--- src/rtl/seq_divider_pkg.sv ---
// Shared definitions for the Sextium III datapath.
//   DATA_WIDTH : default operand/result width of the datapath
//   alu_op_e   : ALU opcode encodings; the control unit keys its divide
//                stall on ALU_DIV
package seq_divider_pkg;

  localparam int unsigned DATA_WIDTH = 16;

  typedef enum logic [2:0] {
    ALU_ADD   = 3'b000,
    ALU_SUB   = 3'b001,
    ALU_MUL   = 3'b010,
    ALU_DIV   = 3'b011,
    ALU_SHIFT = 3'b100,
    ALU_NAND  = 3'b101
  } alu_op_e;

  // True for the opcode that must hold the instruction until the divider
  // reports done.
  function automatic logic is_div_op(input alu_op_e op);
    return op == ALU_DIV;
  endfunction

endpackage

--- src/rtl/seq_divider_div_step.sv ---
// One restoring-division iteration (purely combinational).
//   rem_in   : current partial remainder (always < divisor)
//   dbit     : next dividend bit, shifted in at the bottom
//   divisor  : divisor magnitude
//   rem_out  : new partial remainder
//   qbit     : resulting quotient bit
module div_step
  import seq_divider_pkg::*;
#(
  parameter int unsigned WIDTH = DATA_WIDTH
) (
  input  logic [WIDTH-1:0] rem_in,
  input  logic             dbit,
  input  logic [WIDTH-1:0] divisor,
  output logic [WIDTH-1:0] rem_out,
  output logic             qbit
);

  // {rem_in, dbit} is WIDTH+1 bits; one more bit catches the borrow.
  logic [WIDTH+1:0] trial;
  logic             unused_trial_bit;

  always_comb begin
    trial   = {1'b0, rem_in, dbit} - {2'b00, divisor};
    qbit    = ~trial[WIDTH+1];
    // When the subtraction fails, {rem_in, dbit} < divisor so it fits in
    // WIDTH bits and the dropped MSB is zero.
    rem_out = qbit ? trial[WIDTH-1:0] : {rem_in[WIDTH-2:0], dbit};
  end

  // A successful difference is < divisor, so bit WIDTH is always zero.
  assign unused_trial_bit = trial[WIDTH];

endmodule

--- src/rtl/seq_divider.sv ---
// Iterative signed restoring divider with a start/done handshake.
// One quotient bit per cycle, a single subtractor (div_step).
//   clock    : rising-edge clock
//   reset_n  : asynchronous active-low reset; aborts any operation
//   start    : request, sampled only while idle
//   numer    : signed dividend, captured on the accepting edge
//   denom    : signed divisor, captured on the accepting edge
//   busy     : high from the edge after acceptance until done rises
//   done     : one-cycle pulse, results valid from this cycle on
//   quotient : signed quotient, truncated toward zero
//   remain   : signed remainder, sign follows numer
//   divzero  : last operation had denom == 0 (held with the results)
module seq_divider
  import seq_divider_pkg::*;
#(
  parameter int unsigned WIDTH = DATA_WIDTH
) (
  input  logic             clock,
  input  logic             reset_n,
  input  logic             start,
  input  logic [WIDTH-1:0] numer,
  input  logic [WIDTH-1:0] denom,
  output logic             busy,
  output logic             done,
  output logic [WIDTH-1:0] quotient,
  output logic [WIDTH-1:0] remain,
  output logic             divzero
);

  localparam int unsigned CW = (WIDTH > 2) ? $clog2(WIDTH) : 1;

  // S_ZERO is the single-cycle divide-by-zero completion path.
  typedef enum logic [1:0] {
    S_IDLE,
    S_RUN,
    S_FIX,
    S_ZERO
  } state_e;

  state_e           state;
  logic [CW-1:0]    cnt;
  logic [WIDTH-1:0] rem;
  logic [WIDTH-1:0] qd;      // dividend bits shift out the top, quotient bits in the bottom
  logic [WIDTH-1:0] dvs;
  logic             sign_q;
  logic             sign_r;

  logic [WIDTH-1:0] step_rem;
  logic             step_q;

  function automatic logic [WIDTH-1:0] mag(input logic [WIDTH-1:0] v);
    // The most negative value maps to 2^(WIDTH-1), which fits unsigned.
    return v[WIDTH-1] ? (~v + 1'b1) : v;
  endfunction

  div_step #(
    .WIDTH(WIDTH)
  ) u_step (
    .rem_in (rem),
    .dbit   (qd[WIDTH-1]),
    .divisor(dvs),
    .rem_out(step_rem),
    .qbit   (step_q)
  );

  always_ff @(posedge clock or negedge reset_n) begin
    if (!reset_n) begin
      state    <= S_IDLE;
      cnt      <= '0;
      rem      <= '0;
      qd       <= '0;
      dvs      <= '0;
      sign_q   <= 1'b0;
      sign_r   <= 1'b0;
      busy     <= 1'b0;
      done     <= 1'b0;
      quotient <= '0;
      remain   <= '0;
      divzero  <= 1'b0;
    end else begin
      done <= 1'b0;
      case (state)
        S_IDLE: begin
          if (start) begin
            sign_q <= numer[WIDTH-1] ^ denom[WIDTH-1];
            sign_r <= numer[WIDTH-1];
            rem    <= '0;
            dvs    <= mag(denom);
            cnt    <= CW'(WIDTH - 1);
            if (denom == '0) begin
              // qd carries the raw dividend to the remainder output.
              qd    <= numer;
              state <= S_ZERO;
            end else begin
              qd    <= mag(numer);
              busy  <= 1'b1;
              state <= S_RUN;
            end
          end
        end

        S_RUN: begin
          rem <= step_rem;
          qd  <= {qd[WIDTH-2:0], step_q};
          if (cnt == '0) begin
            state <= S_FIX;
          end else begin
            cnt <= cnt - 1'b1;
          end
        end

        S_FIX: begin
          // -2^(WIDTH-1) / -1 wraps naturally: magnitude 2^(WIDTH-1), no negate.
          quotient <= sign_q ? (~qd + 1'b1) : qd;
          remain   <= sign_r ? (~rem + 1'b1) : rem;
          divzero  <= 1'b0;
          done     <= 1'b1;
          busy     <= 1'b0;
          state    <= S_IDLE;
        end

        S_ZERO: begin
          quotient <= '0;
          remain   <= qd;
          divzero  <= 1'b1;
          done     <= 1'b1;
          state    <= S_IDLE;
        end

        default: state <= S_IDLE;
      endcase
    end
  end

endmodule
--- config.mk ---
export PLATFORM = sky130hd
export DESIGN_NAME = seq_divider
export DESIGN_NICKNAME = d
export VERILOG_FILES = /design/src/rtl/seq_divider_pkg.sv /design/src/rtl/seq_divider_div_step.sv /design/src/rtl/seq_divider.sv
export SDC_FILE = /design/constraint.sdc
export NUM_CORES = 1
export LEC_CHECK = 0
export ABC_AREA = 1
export CORE_ASPECT_RATIO = 1.1
export CORE_MARGIN = 3
export CORE_UTILIZATION = 35
export CTS_CLUSTER_SIZE = 25
export DETAILED_ROUTE_END_ITERATION = 8
export DONT_BUFFER_PORTS = 1
export PLACE_DENSITY = 0.48
export SLEW_MARGIN = 15
export SYNTH_ARGS = -nofsm -noshare
export SYNTH_HDL_FRONTEND = slang
export SYNTH_HIERARCHICAL = 1
export SYNTH_SLANG_ARGS = --single-unit
--- constraint.sdc ---
create_clock -name clock -period 5.5 [get_ports clock]
set_input_delay 0.825 -clock clock [delete_from_list [all_inputs] [get_ports clock]]
set_output_delay 0.825 -clock clock [all_outputs]
set_load 0.03 [all_outputs]
==> flow_summary_export.csv, run 1 <==
group,metric,value,unit
status,status,"finished, final reports clean",
detailed_routing,ant_nets,0,
yosys,synth_top_area_share,34.89,%
yosys,synth_flop_cell,"dfrtp_1",
timing,fin_setup_tns,0,ns
setup_path,path_class,"reg -> reg",
detailed_routing,vias_per_cell,5.058,
finish,fin_nets,1013,
finish,area_growth,7.648,%
global_routing,grt_first_pass_wirelength,31140,um
timing,finalHoldViolations,0,
placed_design,port-buffer-count,0,
pwr,pwr-share-comb,51.4,%
yosys,synth_cell_types,42,
setup_path,critPathMaxFanout,18,
clock_tree,cts_made_buffers,9,
placed_design,dp.cells,1183,
floorplan,fp-row-count,51,
timing,whs,0.1747,ns
setup_path,cp_data_arrival_time,2.54,ns
detailed_routing,drc,0,
setup_path,reg2reg_to,"rem[4]$_DFFE_PN0P_",
clock_tree,cts_tree,"done",
job,cap_violations,0,
timing,fin_crit_sh,41.97,%
pwr,peakVddDrop,0.3229,mV
setup_path,critical_path_required,5.73,ns
timing,rsz0062_at_grt,"false",
pwr,p_int,2.318,mW
finish,diodes,0,
yosys,synth_edf_count,0,
detailed_routing,drt_iter0_drc,375,
pwr,powerDensity,681.6,mW/mm^2
timing,max_freq,433.3,MHz
floorplan,die-area,0.02033,mm^2
floorplan,initial_utilization,36.27,%
finish,drive_gt1_share,5.208,%
finish,layout_common_cells,"325 x nand2_1, 119 x inv_1, 107 x nand3_1",
pwr,leakagePower,3.610,nW
global_routing,grt_max_degree,92,
yosys,synth_area,0.006528,mm^2
setup_path,worst_setup_path_end_kind,"flop",
timing,relSlewSlack,43.74,%
setup_path,regToRegSetupSlack,3.19,ns
clock_tree,clockBufferDepth,2,
timing,skew,0.01193,ns
clock_tree,cts_resized,0,
worst_hold_path,hold_class,"in -> async",
finish,multi_input_comb_area,0.003607,mm^2
finish,nFillCells,1996,
timing,finalMaxSlewViolations,0,
setup_path,start_kind,"flop",
finish,post-route-util,39.05,%
floorplan,design.core.area,0.01799,mm^2
clock_tree,clk_latency,0.35,ns
clock_tree,path_clk_slew,0.07,ns
setup_path,startpoint,"rem[11]$_DFFE_PN0P_",
setup_path,r2r_start,"rem[11]$_DFFE_PN0P_",
timing,finalSetupViolCount,0,
detailed_routing,route.vias.total,6059,
yosys,syn_inst,975,
yosys,async_reset_ff_share,100.0,%
clock_tree,h-tree-depth,3,
finish,layout.area.seq,0.002277,mm^2
yosys,synth.avg_cell_area,6.695,um^2
finish,fin_cells,1198,
setup_path,crit_path_end,"rem[4]$_DFFE_PN0P_",
placed_design,dpl.hpwl,14370,um
placed_design,routabilityCongestion,0.8529,
timing,period_needed,2.308,ns
yosys,synth_nets,1032,
yosys,synth_top_area_cell,"dfrtp_1",
finish,final_common_cell,"nand2_1",
clock_tree,postCtsHoldBufs,0,
clock_tree,cts_sinks,91,
clock_tree,clock-root-buffer,"clkbuf_16",
detailed_routing,routedWlPerCell,15.77,um
yosys,ys_seq_area_share,34.89,%
timing,worst_pin_slew,0.8418,ns
pwr,switching_share,51.60,%
pwr,power.switching,2.471,mW
pwr,seqPwrFrac,33.3,%
detailed_routing,drt-pass1-iter-count,5,
global_routing,antenna_found_initial,0,
global_routing,grt_remaining_overflow,0,
floorplan,die_x,136.2,um
yosys,ys_warn_count,6,
yosys,synthTopCellsByArea,"dfrtp_1 35%, nand2_1 19%, nand3_1 8.2%",
setup_path,r2r_cells,10,
clock_tree,cts_setup_buffers,0,
global_routing,grt.total_usage,19.37,%
pwr,p_clk_share,15.3,%
detailed_routing,drt_wl_total,18890,um
global_routing,grt_pass1_vias,5918,
yosys,ys_seq_elements,91,
floorplan,io_pins,70,
floorplan,die_height,149.2,um
layout make-up:
| type | instances | share of cell area (%) |
|---|---|---|
| tap | 238 | 4.238 |
| multi-input combinational | 724 | 51.34 |
| timing repair buffer | 2 | 0.2137 |
| sequential | 91 | 32.41 |
| inverter | 128 | 6.838 |
| clock buffer | 10 | 3.401 |
| clock inverter | 5 | 1.567 |
synth_stat cells, types with 8 or more instances:
master	instances
nand2_1	325
inv_1	119
nand3_1	107
dfrtp_1	91
nor2_1	69
o21ai_0	44
a21oi_1	21
ha_1	21
o21ai_1	21
nand4_1	17
xor2_1	16
a22oi_1	14
buf_2	13
clkbuf_1	10
nor3_1	10
inv_2	8
per-stage QoR:
stage / cell area [um^2] / power, mW / worst slack, ns
global placement: 6678 / 4.080 / 3.168
finish: 7027 / 4.789 / 3.192
detailed placement: 6678 / 4.080 / 3.157
floorplan: 6528 / 3.466 / 3.555
CTS: 7027 / 4.831 / 3.189
global route: 7027 / 5.300 / 2.999
layer usage:
layer | track usage [%] | wire (um)
met5 | 0 | 0
met4 | 5.494 | 388
met2 | 29.58 | 8273
met1 | 27.71 | 9308
met3 | 4.049 | 921
power by group through the flow:
| stage | combinational [mW] | sequential, mW | clock (mW) |
|---|---|---|---|
| after floorplan | 2.05 | 1.42 | 0 |
| after global placement | 2.48 | 1.60 | 0 |
| after detailed placement | 2.47 | 1.61 | 0 |
| after CTS | 2.48 | 1.60 | 0.752 |
| after global routing | 2.87 | 1.65 | 0.779 |
| final | 2.46 | 1.59 | 0.733 |
how the worst min path moves through the flow:
| stage | from | endpoint | slack, ns | cells after the start |
|---|---|---|---|---|
| 3_3_place_gp | dvs[13]$_DFFE_PN0P_ | dvs[13]$_DFFE_PN0P_ | 0.47 | 2 |
| 2_1_floorplan | dvs[9]$_DFFE_PN0P_ | dvs[9]$_DFFE_PN0P_ | 0.45 | 2 |
| 3_5_place_dp | dvs[13]$_DFFE_PN0P_ | dvs[13]$_DFFE_PN0P_ | 0.47 | 2 |
| 5_1_grt | reset_n | quotient[15]$_DFFE_PN0P_ | 0.15 | 0 |
| 4_1_cts | reset_n | quotient[15]$_DFFE_PN0P_ | 0.16 | 0 |
| 6_report | reset_n | quotient[15]$_DFFE_PN0P_ | 0.17 | 0 |
cell families after synthesis:
kind of cell             Yosys count  synth area share [%]
XOR/XNOR                          20                 2.683
flip-flops                        91                 34.89
AND/OR/NAND/NOR                  561                 37.42
AO/OA/AOI/OAI                    121                 10.83
adder cells (fa/ha/maj)           22                 4.332
buffers and inverters            160                 9.852
critical path, stage by stage (launching register included):
cell     delay, ns
dfrtp_1       0.49
ha_1          0.41
nand2_1       0.12
inv_1         0.06
nand2_1       0.09
a21oi_2       0.07
nor2_4        0.37
nand2_8       0.18
nand2_1       0.10
nand2_1       0.06
a32o_1        0.24
flip-flops by register name (all words and copies together) (netlist names):
signal	cells
state	2
remain	16
sign_q	1
quotient	16
divzero	1
sign_r	1
busy	1
done	1
rem	16
cnt	4
qd	16
dvs	16
Note: power is estimated with default switching activity, not from simulation.
==> run 2, diff against run 1 <==
Settings changed: ABC_AREA 1 to 0, PLACE_DENSITY 0.48 to 0.5.
Clock period 5.5 ns to 2.1 ns, I/O delays scaled along.
==> run 2 against run 1 <==
Effect of this change: the flow now finishes with violations (negative hold slack, negative setup slack); via count is 7.0% lower; sequential cell count is the same; cell count fell by 13%; clock skew shrank 0.0021 ns; first-iteration DRC count increased by 1.9%; clock-buffer cell count down 1.
==> flow_summary_export.csv, run 2 <==
group,metric,value,unit
finish,post-route-util,46.94,%
yosys,synth.avg_cell_area,8.639,um^2
timing,finalHoldViolations,91,
pwr,p_total,15.60,mW
clock_tree,clockBufferDepth,2,
detailed_routing,drc,0,
timing,fin_crit_sh,116.0,%
pwr,powerDensity,1938,mW/mm^2
detailed_routing,drt_iter0_drc,382,
timing,whs,-0.3582,ns
yosys,ys_warn_count,6,
floorplan,initial_utilization,35.88,%
yosys,synthTopCellsByArea,"dfrtp_1 37%, o21ai_0 6.0%, nand2_1 5.6%",
detailed_routing,drt_wl_total,18700,um
timing,period_needed,2.436,ns
yosys,synth_flop_cell,"dfrtp_1",
finish,diodes,0,
finish,drive_gt1_share,29.73,%
clock_tree,clk_latency,0.36,ns
setup_path,critical_path_required,2.39,ns
status,status,"complete, but fails checks",
yosys,synth_top_area_cell,"dfrtp_1",
yosys,async_reset_ff_share,100.0,%
clock_tree,path_clk_slew,0.08,ns
global_routing,grt_pass1_vias,5663,
setup_path,critPathMaxFanout,6,
pwr,peakVddDrop,0.8321,mV
global_routing,grt_remaining_overflow,0,
setup_path,crit_path_top_delay_cell,"dfrtp_2",
clock_tree,cts_sinks,91,
yosys,synth_cell_types,64,
setup_path,r2r_start,"rem[5]$_DFFE_PN0P_",
detailed_routing,routedWlPerCell,17.84,um
status,failed_checks,"negative hold slack, negative setup slack",
yosys,ys_seq_area_share,37.02,%
timing,worst_pin_slew,0.8110,ns
setup_path,cp_data_arrival_time,2.73,ns
setup_path,cp_cell_sequence,"ha_4, and4_4, and2b_2, a31oi_4, o2111a_2, or2_4, clkbuf_16, buf_6, o31ai_4, nand2_1, o21ai_1",
setup_path,worst_setup_path_end_kind,"flop",
placed_design,port-buffer-count,0,
finish,final_common_cell,"buf_4",
finish,layout_common_cells,"114 x buf_4, 87 x nand2_1, 86 x dfrtp_1",
finish,multi_input_comb_area,0.003998,mm^2
placed_design,dpl.hpwl,14120,um
timing,max_freq,410.6,MHz
timing,finalSetupViolCount,20,
finish,fin_nets,866,
placed_design,routabilityCongestion,0.9023,
setup_path,regToRegSetupSlack,-0.34,ns
floorplan,die-area,0.01920,mm^2
clock_tree,h-tree-depth,3,
finish,nFillCells,1679,
yosys,synth_edf_count,0,
floorplan,design.core.area,0.01714,mm^2
setup_path,critical_path_buf_inv_count,2,
finish,area_growth,30.82,%
detailed_routing,route.vias.total,5637,
global_routing,grt.total_usage,19.37,%
setup_path,start_kind,"flop",
floorplan,die_height,145.0,um
setup_path,reg2reg_to,"rem[14]$_DFFE_PN0P_",
timing,finalMaxSlewViolations,0,
detailed_routing,vias_per_cell,5.379,
yosys,synth_top_area_share,37.02,%
clock_tree,clock-root-buffer,"clkbuf_16",
finish,layout.area.seq,0.002283,mm^2
yosys,synth_nets,769,
floorplan,fp-row-count,50,
yosys,synth_common_cells,"91 x dfrtp_1, 91 x nand2_1, 74 x o21ai_0",
detailed_routing,drt-pass1-iter-count,5,
timing,relSlewSlack,45.93,%
floorplan,die_x,132.4,um
clock_tree,cts_made_buffers,9,
setup_path,path_class,"reg -> reg",
detailed_routing,ant_nets,0,
setup_path,crit_family,"simple AND/OR/NAND/NOR gates",
setup_path,r2r_cells,11,
global_routing,grt_max_degree,92,
floorplan,io_pins,70,
global_routing,antenna_found_initial,0,
clock_tree,cts_tree,"done",
yosys,syn_inst,712,
setup_path,max_stage_delay,0.42,ns
timing,skew,0.009856,ns
yosys,synth_area,0.006151,mm^2
global_routing,grt_first_pass_wirelength,30090,um
pwr,leakagePower,3.518,nW
job,cap_violations,0,
yosys,ys_seq_elements,91,
setup_path,startpoint,"rem[5]$_DFFE_PN0P_",
timing,rsz0062_at_grt,"true",
worst_hold_path,hold_class,"in -> async",
timing,fin_ws,-0.3355,ns
==> run 2: final cells by class <==
type | instances | share of cell area [%]
clock buffers | 9 | 2.799
clock inverters | 7 | 0.7619
inverters | 42 | 1.990
multi-input cells | 539 | 49.68
flip-flops and latches | 91 | 28.38
well taps | 234 | 3.639
repair buffers | 126 | 12.75
==> run 2: report_power, final <==
group	total [mW]	leakage (nW)	internal, mW	switching [mW]
Combinational	10.3	2.26	5.32	4.99
Sequential	3.68	1.12	2.53	1.15
Clock	1.60	0.140	0.826	0.776
==> run 2: cell families (layout without fill, tap and decap cells) <==
| logic type | count (synthesis) | count (layout) | share of synthesized area [%] |
|---|---|---|---|
| and+or+nand+nor | 233 | 233 | 18.82 |
| AOI/OAI and AO/OA | 203 | 203 | 21.52 |
| DFF | 91 | 91 | 37.02 |
| buffers and inverters | 82 | 184 | 5.553 |
| xor gates and xnor gates | 56 | 56 | 7.974 |
| muxes | 25 | 25 | 4.516 |
| adders and majority gates | 22 | 22 | 4.597 |
==> run 2: how the worst max path moves through the flow <==
stage,endpoint,slack [ns],cells past startpoint
2_1_floorplan,rem[10]$_DFFE_PN0P_,-0.31,11
3_3_place_gp,rem[14]$_DFFE_PN0P_,-0.42,11
3_5_place_dp,rem[14]$_DFFE_PN0P_,-0.45,11
4_1_cts,rem[11]$_DFFE_PN0P_,-0.32,12
5_1_grt,rem[10]$_DFFE_PN0P_,-0.47,12
6_report,rem[14]$_DFFE_PN0P_,-0.34,11
==> run 2: stage by stage <==
step / setup TNS, ns / hold slack, ns / instance area (um^2) / instances / worst slack [ns]
floorplan: -3.681 / 0.01941 / 6251 / 712 / -0.3066
global placement: -7.564 / 0.02199 / 7201 / 1014 / -0.4212
detailed placement: -7.995 / 0.02195 / 7201 / 1014 / -0.4519
CTS: -4.902 / -0.3677 / 7597 / 1033 / -0.3192
global route: -6.982 / -0.3737 / 8046 / 1048 / -0.4689
finish: -4.901 / -0.3582 / 8046 / 1048 / -0.3355
==> run 2: routing by layer <==
layer	GRT usage [%]	up-vias	routed length, um
li1	-	2763	-
met1	26.52	2703	8712
met2	30.49	148	8539
met3	4.750	23	1131
met4	5.509	0	316
met5	0	-	0
==> run 2: repair_timing <==
item                                    in CTS  in global routing
pin swaps                                    8                 28
resized for setup                           22                 78
setup buffers                                3                 14
hold endpoints to repair                    91                 91
cloned                                       0                  1
endpoints found under the setup margin      26                 32
